### src/rtl/demux_dist_pkg.sv
// Shared constants and types for the 1-to-31 registered demultiplexer.
// Lane count and select width are fixed here; only the data width may vary per instance.
package demux_dist_pkg;

  localparam int unsigned NUM_LANES  = 31;
  localparam int unsigned SEL_W      = 5;
  localparam int unsigned DEF_DATA_W = 2;

  localparam logic [SEL_W-1:0] INVALID_SEL = 5'd31;
  localparam logic [SEL_W-1:0] LAST_LANE   = 5'd30;

  typedef enum logic [0:0] {
    LaneEmpty = 1'b0,
    LaneFull  = 1'b1
  } lane_state_e;

  // Scan counter step: walks lanes 0..30 and never lands on the invalid select.
  function automatic logic [SEL_W-1:0] next_scan(input logic [SEL_W-1:0] cur);
    logic [SEL_W-1:0] nxt;
    if (cur >= LAST_LANE) begin
      nxt = '0;
    end else begin
      nxt = cur + 1'b1;
    end
    return nxt;
  endfunction

endpackage

### src/rtl/demux_dist_if.sv
// Source handshake plus per-lane consumer bus for demux_dist.
// master = environment driving beats and acks, slave = the demultiplexer.
interface demux_dist_if
  import demux_dist_pkg::*;
#(
  parameter int unsigned DATA_W = DEF_DATA_W
) ();

  logic                        in_valid;
  logic                        in_ready;
  logic [SEL_W-1:0]            in_sel;
  logic [DATA_W-1:0]           in_data;
  logic [NUM_LANES*DATA_W-1:0] out_data;
  logic [NUM_LANES-1:0]        out_valid;
  logic [NUM_LANES-1:0]        out_ack;
  logic                        err;
  logic                        err_clr;

  modport master (
    output in_valid,
    input  in_ready,
    output in_sel,
    output in_data,
    input  out_data,
    input  out_valid,
    output out_ack,
    input  err,
    output err_clr
  );

  modport slave (
    input  in_valid,
    output in_ready,
    input  in_sel,
    input  in_data,
    output out_data,
    output out_valid,
    input  out_ack,
    output err,
    input  err_clr
  );

endinterface

### src/rtl/demux_lane.sv
// One demultiplexer lane: a holding register with a full/empty flag.
// A write always wins over an ack in the same cycle, giving zero-bubble pass-through.
module demux_lane
  import demux_dist_pkg::*;
#(
  parameter int unsigned DATA_W = DEF_DATA_W
) (
  input  logic              clk,
  input  logic              rst_n,
  input  logic              we_i,
  input  logic [DATA_W-1:0] data_i,
  input  logic              ack_i,
  output logic              valid_o,
  output logic [DATA_W-1:0] data_o
);

  lane_state_e       state_q, state_d;
  logic [DATA_W-1:0] data_q, data_d;

  always_comb begin
    state_d = state_q;
    data_d  = data_q;
    unique case (state_q)
      LaneEmpty: begin
        if (we_i) begin
          state_d = LaneFull;
          data_d  = data_i;
        end
      end
      LaneFull: begin
        if (we_i) begin
          data_d = data_i;
        end else if (ack_i) begin
          // Data is kept after consumption; only the flag drops.
          state_d = LaneEmpty;
        end
      end
      default: state_d = LaneEmpty;
    endcase
  end

  always_ff @(posedge clk or negedge rst_n) begin
    if (!rst_n) begin
      state_q <= LaneEmpty;
      data_q  <= '0;
    end else begin
      state_q <= state_d;
      data_q  <= data_d;
    end
  end

  assign valid_o = (state_q == LaneFull);
  assign data_o  = data_q;

endmodule

### src/rtl/demux_dist.sv
// Registered 1-to-31 demultiplexer: select decode, in_ready, sticky err and lane array.
// DEMUX_DIST_AUTOSCAN_EN adds a scan_mode input that routes beats by an internal lane counter.
module demux_dist
  import demux_dist_pkg::*;
#(
  parameter int unsigned DATA_W = DEF_DATA_W
) (
  input  logic         clk,
  input  logic         rst_n,
  demux_dist_if.slave  bus
`ifdef DEMUX_DIST_AUTOSCAN_EN
  ,
  input  logic         scan_mode
`endif
);

  logic [SEL_W-1:0]            dst;
  logic                        accept;
  logic                        dst_invalid;
  logic [NUM_LANES-1:0]        lane_we;
  logic [NUM_LANES-1:0]        lane_valid;
  logic [NUM_LANES*DATA_W-1:0] lane_data;
  logic [NUM_LANES:0]          lane_free;
  logic                        err_q, err_d;

  // ---------------------------------------------------------------------------
  // Destination select
  // ---------------------------------------------------------------------------
`ifdef DEMUX_DIST_AUTOSCAN_EN
  logic [SEL_W-1:0] scan_q, scan_d;

  assign dst = scan_mode ? scan_q : bus.in_sel;

  always_comb begin
    scan_d = scan_q;
    if (scan_mode && accept) begin
      scan_d = next_scan(scan_q);
    end
  end

  always_ff @(posedge clk or negedge rst_n) begin
    if (!rst_n) begin
      scan_q <= '0;
    end else begin
      scan_q <= scan_d;
    end
  end
`else
  assign dst = bus.in_sel;
`endif

  // ---------------------------------------------------------------------------
  // Handshake and write decode
  // ---------------------------------------------------------------------------
  // Top entry stands in for the invalid select, which can always be accepted.
  assign lane_free   = {1'b1, (~lane_valid) | bus.out_ack};
  assign dst_invalid = (dst == INVALID_SEL);
  assign bus.in_ready = lane_free[dst];
  assign accept      = bus.in_valid && bus.in_ready;

  always_comb begin
    lane_we = '0;
    for (int unsigned i = 0; i < NUM_LANES; i++) begin
      lane_we[i] = accept && (dst == i[SEL_W-1:0]);
    end
  end

  // ---------------------------------------------------------------------------
  // Sticky error: a discarded beat beats a simultaneous clear
  // ---------------------------------------------------------------------------
  always_comb begin
    err_d = err_q;
    if (bus.err_clr) begin
      err_d = 1'b0;
    end
    if (accept && dst_invalid) begin
      err_d = 1'b1;
    end
  end

  always_ff @(posedge clk or negedge rst_n) begin
    if (!rst_n) begin
      err_q <= 1'b0;
    end else begin
      err_q <= err_d;
    end
  end

  assign bus.err = err_q;

  // ---------------------------------------------------------------------------
  // Lane array
  // ---------------------------------------------------------------------------
  for (genvar g = 0; g < NUM_LANES; g++) begin : g_lane
    demux_lane #(
      .DATA_W (DATA_W)
    ) u_lane (
      .clk     (clk),
      .rst_n   (rst_n),
      .we_i    (lane_we[g]),
      .data_i  (bus.in_data),
      .ack_i   (bus.out_ack[g]),
      .valid_o (lane_valid[g]),
      .data_o  (lane_data[g*DATA_W +: DATA_W])
    );
  end

  assign bus.out_valid = lane_valid;
  assign bus.out_data  = lane_data;

  // ---------------------------------------------------------------------------
  // Invariants
  // ---------------------------------------------------------------------------
  a_we_onehot0 : assert property (@(posedge clk) disable iff (!rst_n) $onehot0(lane_we));

  a_no_write_when_busy : assert property (@(posedge clk) disable iff (!rst_n)
    (lane_we & lane_valid & ~bus.out_ack) == '0);

`ifdef DEMUX_DIST_AUTOSCAN_EN
  a_scan_in_range : assert property (@(posedge clk) disable iff (!rst_n)
    scan_q != INVALID_SEL);
`endif

endmodule
### src/flat_wrapper.sv
// flat-port wrapper written by rule: the top's interface ports become plain ports
module demux_dist_flat import demux_dist_pkg::*;
#(
  parameter int unsigned DATA_W = DEF_DATA_W
)
  (clk, rst_n, bus_in_valid, bus_in_ready, bus_in_sel, bus_in_data, bus_out_data, bus_out_valid, bus_out_ack, bus_err, bus_err_clr);
  demux_dist_if #(.DATA_W(DATA_W)) bus_i ();
  input  logic clk;
  input  logic rst_n;
  input wire logic [$bits(bus_i.in_valid)-1:0] bus_in_valid;
  output wire logic [$bits(bus_i.in_ready)-1:0] bus_in_ready;
  input wire logic [$bits(bus_i.in_sel)-1:0] bus_in_sel;
  input wire logic [$bits(bus_i.in_data)-1:0] bus_in_data;
  output wire logic [$bits(bus_i.out_data)-1:0] bus_out_data;
  output wire logic [$bits(bus_i.out_valid)-1:0] bus_out_valid;
  input wire logic [$bits(bus_i.out_ack)-1:0] bus_out_ack;
  output wire logic [$bits(bus_i.err)-1:0] bus_err;
  input wire logic [$bits(bus_i.err_clr)-1:0] bus_err_clr;
  assign bus_i.in_valid = bus_in_valid;
  assign bus_in_ready = bus_i.in_ready;
  assign bus_i.in_sel = bus_in_sel;
  assign bus_i.in_data = bus_in_data;
  assign bus_out_data = bus_i.out_data;
  assign bus_out_valid = bus_i.out_valid;
  assign bus_i.out_ack = bus_out_ack;
  assign bus_err = bus_i.err;
  assign bus_i.err_clr = bus_err_clr;
  demux_dist #(.DATA_W(DATA_W)) u_core (.clk(clk), .rst_n(rst_n), .bus(bus_i));
endmodule
### config.mk
export PLATFORM = sky130hd
export DESIGN_NAME = demux_dist_flat
export DESIGN_NICKNAME = d
export VERILOG_FILES = /design/src/rtl/demux_dist_pkg.sv /design/src/rtl/demux_dist_if.sv /design/src/rtl/demux_lane.sv /design/src/rtl/demux_dist.sv /design/src/flat_wrapper.sv
export SDC_FILE = /design/constraint.sdc
export NUM_CORES = 1
export LEC_CHECK = 0
export CORE_MARGIN = 5
export CORE_UTILIZATION = 46
export DETAILED_ROUTE_END_ITERATION = 8
export PLACE_DENSITY = 0.84
export REMOVE_ABC_BUFFERS = 1
export SLEW_MARGIN = 30
export SYNTH_ARGS = -nofsm -noshare
export SYNTH_HDL_FRONTEND = slang
export SYNTH_HIERARCHICAL = 1
export SYNTH_SLANG_ARGS = --single-unit
export TNS_END_PERCENT = 1
### constraint.sdc
create_clock -name clk -period 2.95 [get_ports clk]
set_clock_uncertainty 0.15 [all_clocks]
set_input_delay 0.295 -clock clk [delete_from_list [all_inputs] [get_ports clk]]
set_output_delay 0.295 -clock clk [all_outputs]
set_load 0.01 [all_outputs]
==> impl_metrics.py <==
metrics = {
    "status": {
        "status": "finished, final reports clean",
    },
    "clock_tree": {
        "cts_tree": "built",
        "clock-root-buffer": "clkbuf_8",
        "clock_latency_ns": 0.35,
        "cts.path.max_buffers": 2,
        "h-tree-depth": 3,
        "clock_sinks": 94,
        "clk_pin_slew_ns": 0.09,
        "post_cts_buffers": 0,
        "cts_buffers": 9,
    },
    "grt": {
        "overflow": 0,
        "antenna_found_initial": 0,
        "grt_pass1_wl_mm": 18.8,
        "grt_pass1_vias": 3599,
        "grt_usage": 0.214,
        "grt_max_degree": 58,
    },
    "critical_path": {
        "crit_slowest_cell": "clkdlybuf4s50_1",
        "cp.required_ns": 3.05,
        "cp_data_arrival_time_ns": 2.91,
        "r2r_end": "u_core/g_lane[0].u_lane/data_o[1]",
        "cp_cell_sequence": "clkdlybuf4s50_1 > buf_4 > or4b_1 > a41oi_2 > a31oi_1 > a32oi_4 > buf_4 > nor3_1 > mux2_2",
        "crit_path_start_kind": "input port",
        "critPathMaxFanout": 11,
        "endpoint_kind": "register",
        "r2r-start": "u_core/g_lane[16].u_lane/valid_o",
        "path_class": "input port to register",
        "cpMostUsedCell": "buf_4",
        "ff2ff_setup_slack_ns": 0.26,
        "reg2regPathDepth": 7,
        "max_stage_delay_ns": 0.56,
    },
    "cells_and_area": {
        "drive_above_1_share": 0.283,
        "fin_util": 0.671,
        "area_growth_pct": 44.6,
        "nNetsFinal": 552,
        "antennaDiodeCount": 0,
        "mostFrequentLayoutCell": "clkdlybuf4s50_1",
        "final_cell_mix": "clkdlybuf4s50_1 (134), dfrtp_1 (94), mux2_2 (62)",
    },
    "drt": {
        "firstDrtPassIters": 4,
        "routed_via_density": 5.38,
        "wirelength_mm": 11.7,
        "drt_iter0_markers": 231,
        "vias": 3368,
        "wl_per_cell_um": 18.8,
        "drc": 0,
        "ant_nets": 0,
    },
    "floorplanning": {
        "die_w_um": 106,
        "die_h_um": 106,
        "row_count": 35,
        "core_um2": 9110,
        "initial_core_util": 0.464,
        "io_pins": 137,
        "dieArea_um2": 11200,
    },
    "synth": {
        "syn-instance-count": 343,
        "yosysTopAreaCellShare": 0.557,
        "avgSynthCellArea_um2": 12.3,
        "yosysWarnings": 6,
        "yosysSeqAreaShare": 0.557,
        "synth_largest_area_cell": "dfrtp_1",
        "ys_ff_latch": 94,
        "ys_top_cells_by_area": "dfrtp_1 (56%), mux2_2 (17%), a21o_2 (6.4%)",
        "syn-cell-area_um2": 4220,
        "synth_cell_types": 39,
    },
    "place": {
        "port_buffers": 136,
        "gp_congestion": 0.848,
        "place_ws_ns": -0.180,
        "place_hpwl_mm": 8.75,
    },
    "sta": {
        "max_freq_ghz": 0.355,
        "finalMaxSlewViolations": 0,
        "rsz0062_at_grt": "false",
        "finalHoldViolCount": 0,
        "worst_slack_ns": 0.134,
        "max-slew-margin-rel": 0.610,
        "whs_ns": 0.309,
        "fin_crit_sh": 0.955,
        "worst_pin_slew_ns": 0.580,
        "fin_crit_ns": 2.82,
        "setup_violations": 0,
    },
    "min_path": {
        "hold_class": "input port to asynchronous set/reset pin",
    },
    "power": {
        "p_per_area_nw_per_um2": 506,
        "irDropWorstVdd_uv": 381,
        "power.total_mw": 3.09,
        "p_leak_nw": 2.86,
    },
    "flow_run": {
        "drv_cap": 0,
    },
}
-- Yosys cell counts, drive strengths merged --
cell / number
dfrtp: 94
mux2: 62
inv: 41
a21o: 31
nor3: 20
nor2: 11
nand2: 10
nor2b: 10
nor3b: 8
buf: 6
nand3: 6
clkbuf: 5
nand2b: 4
o221ai: 3
o311ai: 3
a311o: 2
a31oi: 2
a41oi: 2
o211ai: 2
o21ai: 2
o22ai: 2
o32ai: 2
or2: 2
or4b: 2
or4bb: 2
a211o: 1
a21boi: 1
a21oi: 1
a32oi: 1
mux4: 1
nand3b: 1
nand4: 1
nor4: 1
or3: 1
-- worst max path at each step --
stage / start / end / slack [ns] / cells after the start
5_1_grt: bus_in_sel[1] / bus_in_ready / 0.03 / 8
3_5_place_dp: bus_in_sel[1] / u_core/g_lane[0].u_lane/data_o[1] / -0.18 / 9
4_1_cts: bus_in_sel[1] / bus_in_ready / 0.14 / 8
2_1_floorplan: u_core/g_lane[27].u_lane/valid_o / u_core/g_lane[27].u_lane/data_o[0] / 0.57 / 5
6_report: bus_in_sel[1] / u_core/g_lane[0].u_lane/data_o[1] / 0.13 / 9
3_3_place_gp: bus_in_sel[0] / u_core/g_lane[0].u_lane/data_o[1] / -0.15 / 8
-- critical path, delay by kind of cell --
family	cells	cell delay (ns)
multiplexers	1	0.40
AND/OR/NAND/NOR	2	0.64
AO/OA/AOI/OAI	3	0.59
buffers and inverters	3	0.98
-- routing by layer --
layer  wire, um  global-route usage  up-vias
li1           -                   -     1533
met1       4800               0.271     1682
met2       5890               0.357      136
met3        874              0.0637       17
met4        172              0.0583        0
met5          0                   0        -
-- cell families after synthesis --
kind of cell / count (synthesis) / synth area share
flops: 94 / 0.557
simple gates: 79 / 0.107
mux: 63 / 0.171
compound gates: 55 / 0.115
buf+inv: 52 / 0.0504
-- registers in the layout (all words and copies together), names as in the netlist --
name and count:
u_core/g_lane.u_lane/data_o 62, u_core/g_lane.u_lane/valid_o 31, u_core/bus.err 1
-- through the flow --
step | setup TNS [ns] | instances | cell area (um2)
2_1_floorplan | 0 | 332 | 4170
3_3_place_gp | -1.57 | 609 | 5900
6_report | 0 | 626 | 6110
5_1_grt | 0 | 626 | 6110
4_1_cts | 0 | 626 | 6110
3_5_place_dp | -2.76 | 609 | 5900
-- repair_timing --
| action | in CTS | in global routing |
|---|---|---|
| hold buffers | 1 | 0 |
| hold endpoints to repair | 37 | 0 |
| gates resized for setup | 4 | 0 |
| setup endpoints to repair | 1 | 0 |
-- cell type report --
type,instances,area [um2]
Fill cell,706,3000
Sequential cell,94,2350
Tap cell,111,139
Inverter,41,154
Clock buffer,12,145
Timing Repair Buffer,167,1610
Multi-Input combinational cell,197,1680
Clock inverter,4,32.5
-- power by group --
group / switching, mW / leakage [nW] / internal [mW] / total (mW)
registers: 0.0900 / 1.25 / 1.44 / 1.53
logic: 0.308 / 1.53 / 0.472 / 0.780
clock network: 0.446 / 0.0828 / 0.334 / 0.780
No activity file was read; power rests on OpenSTA's default activity.
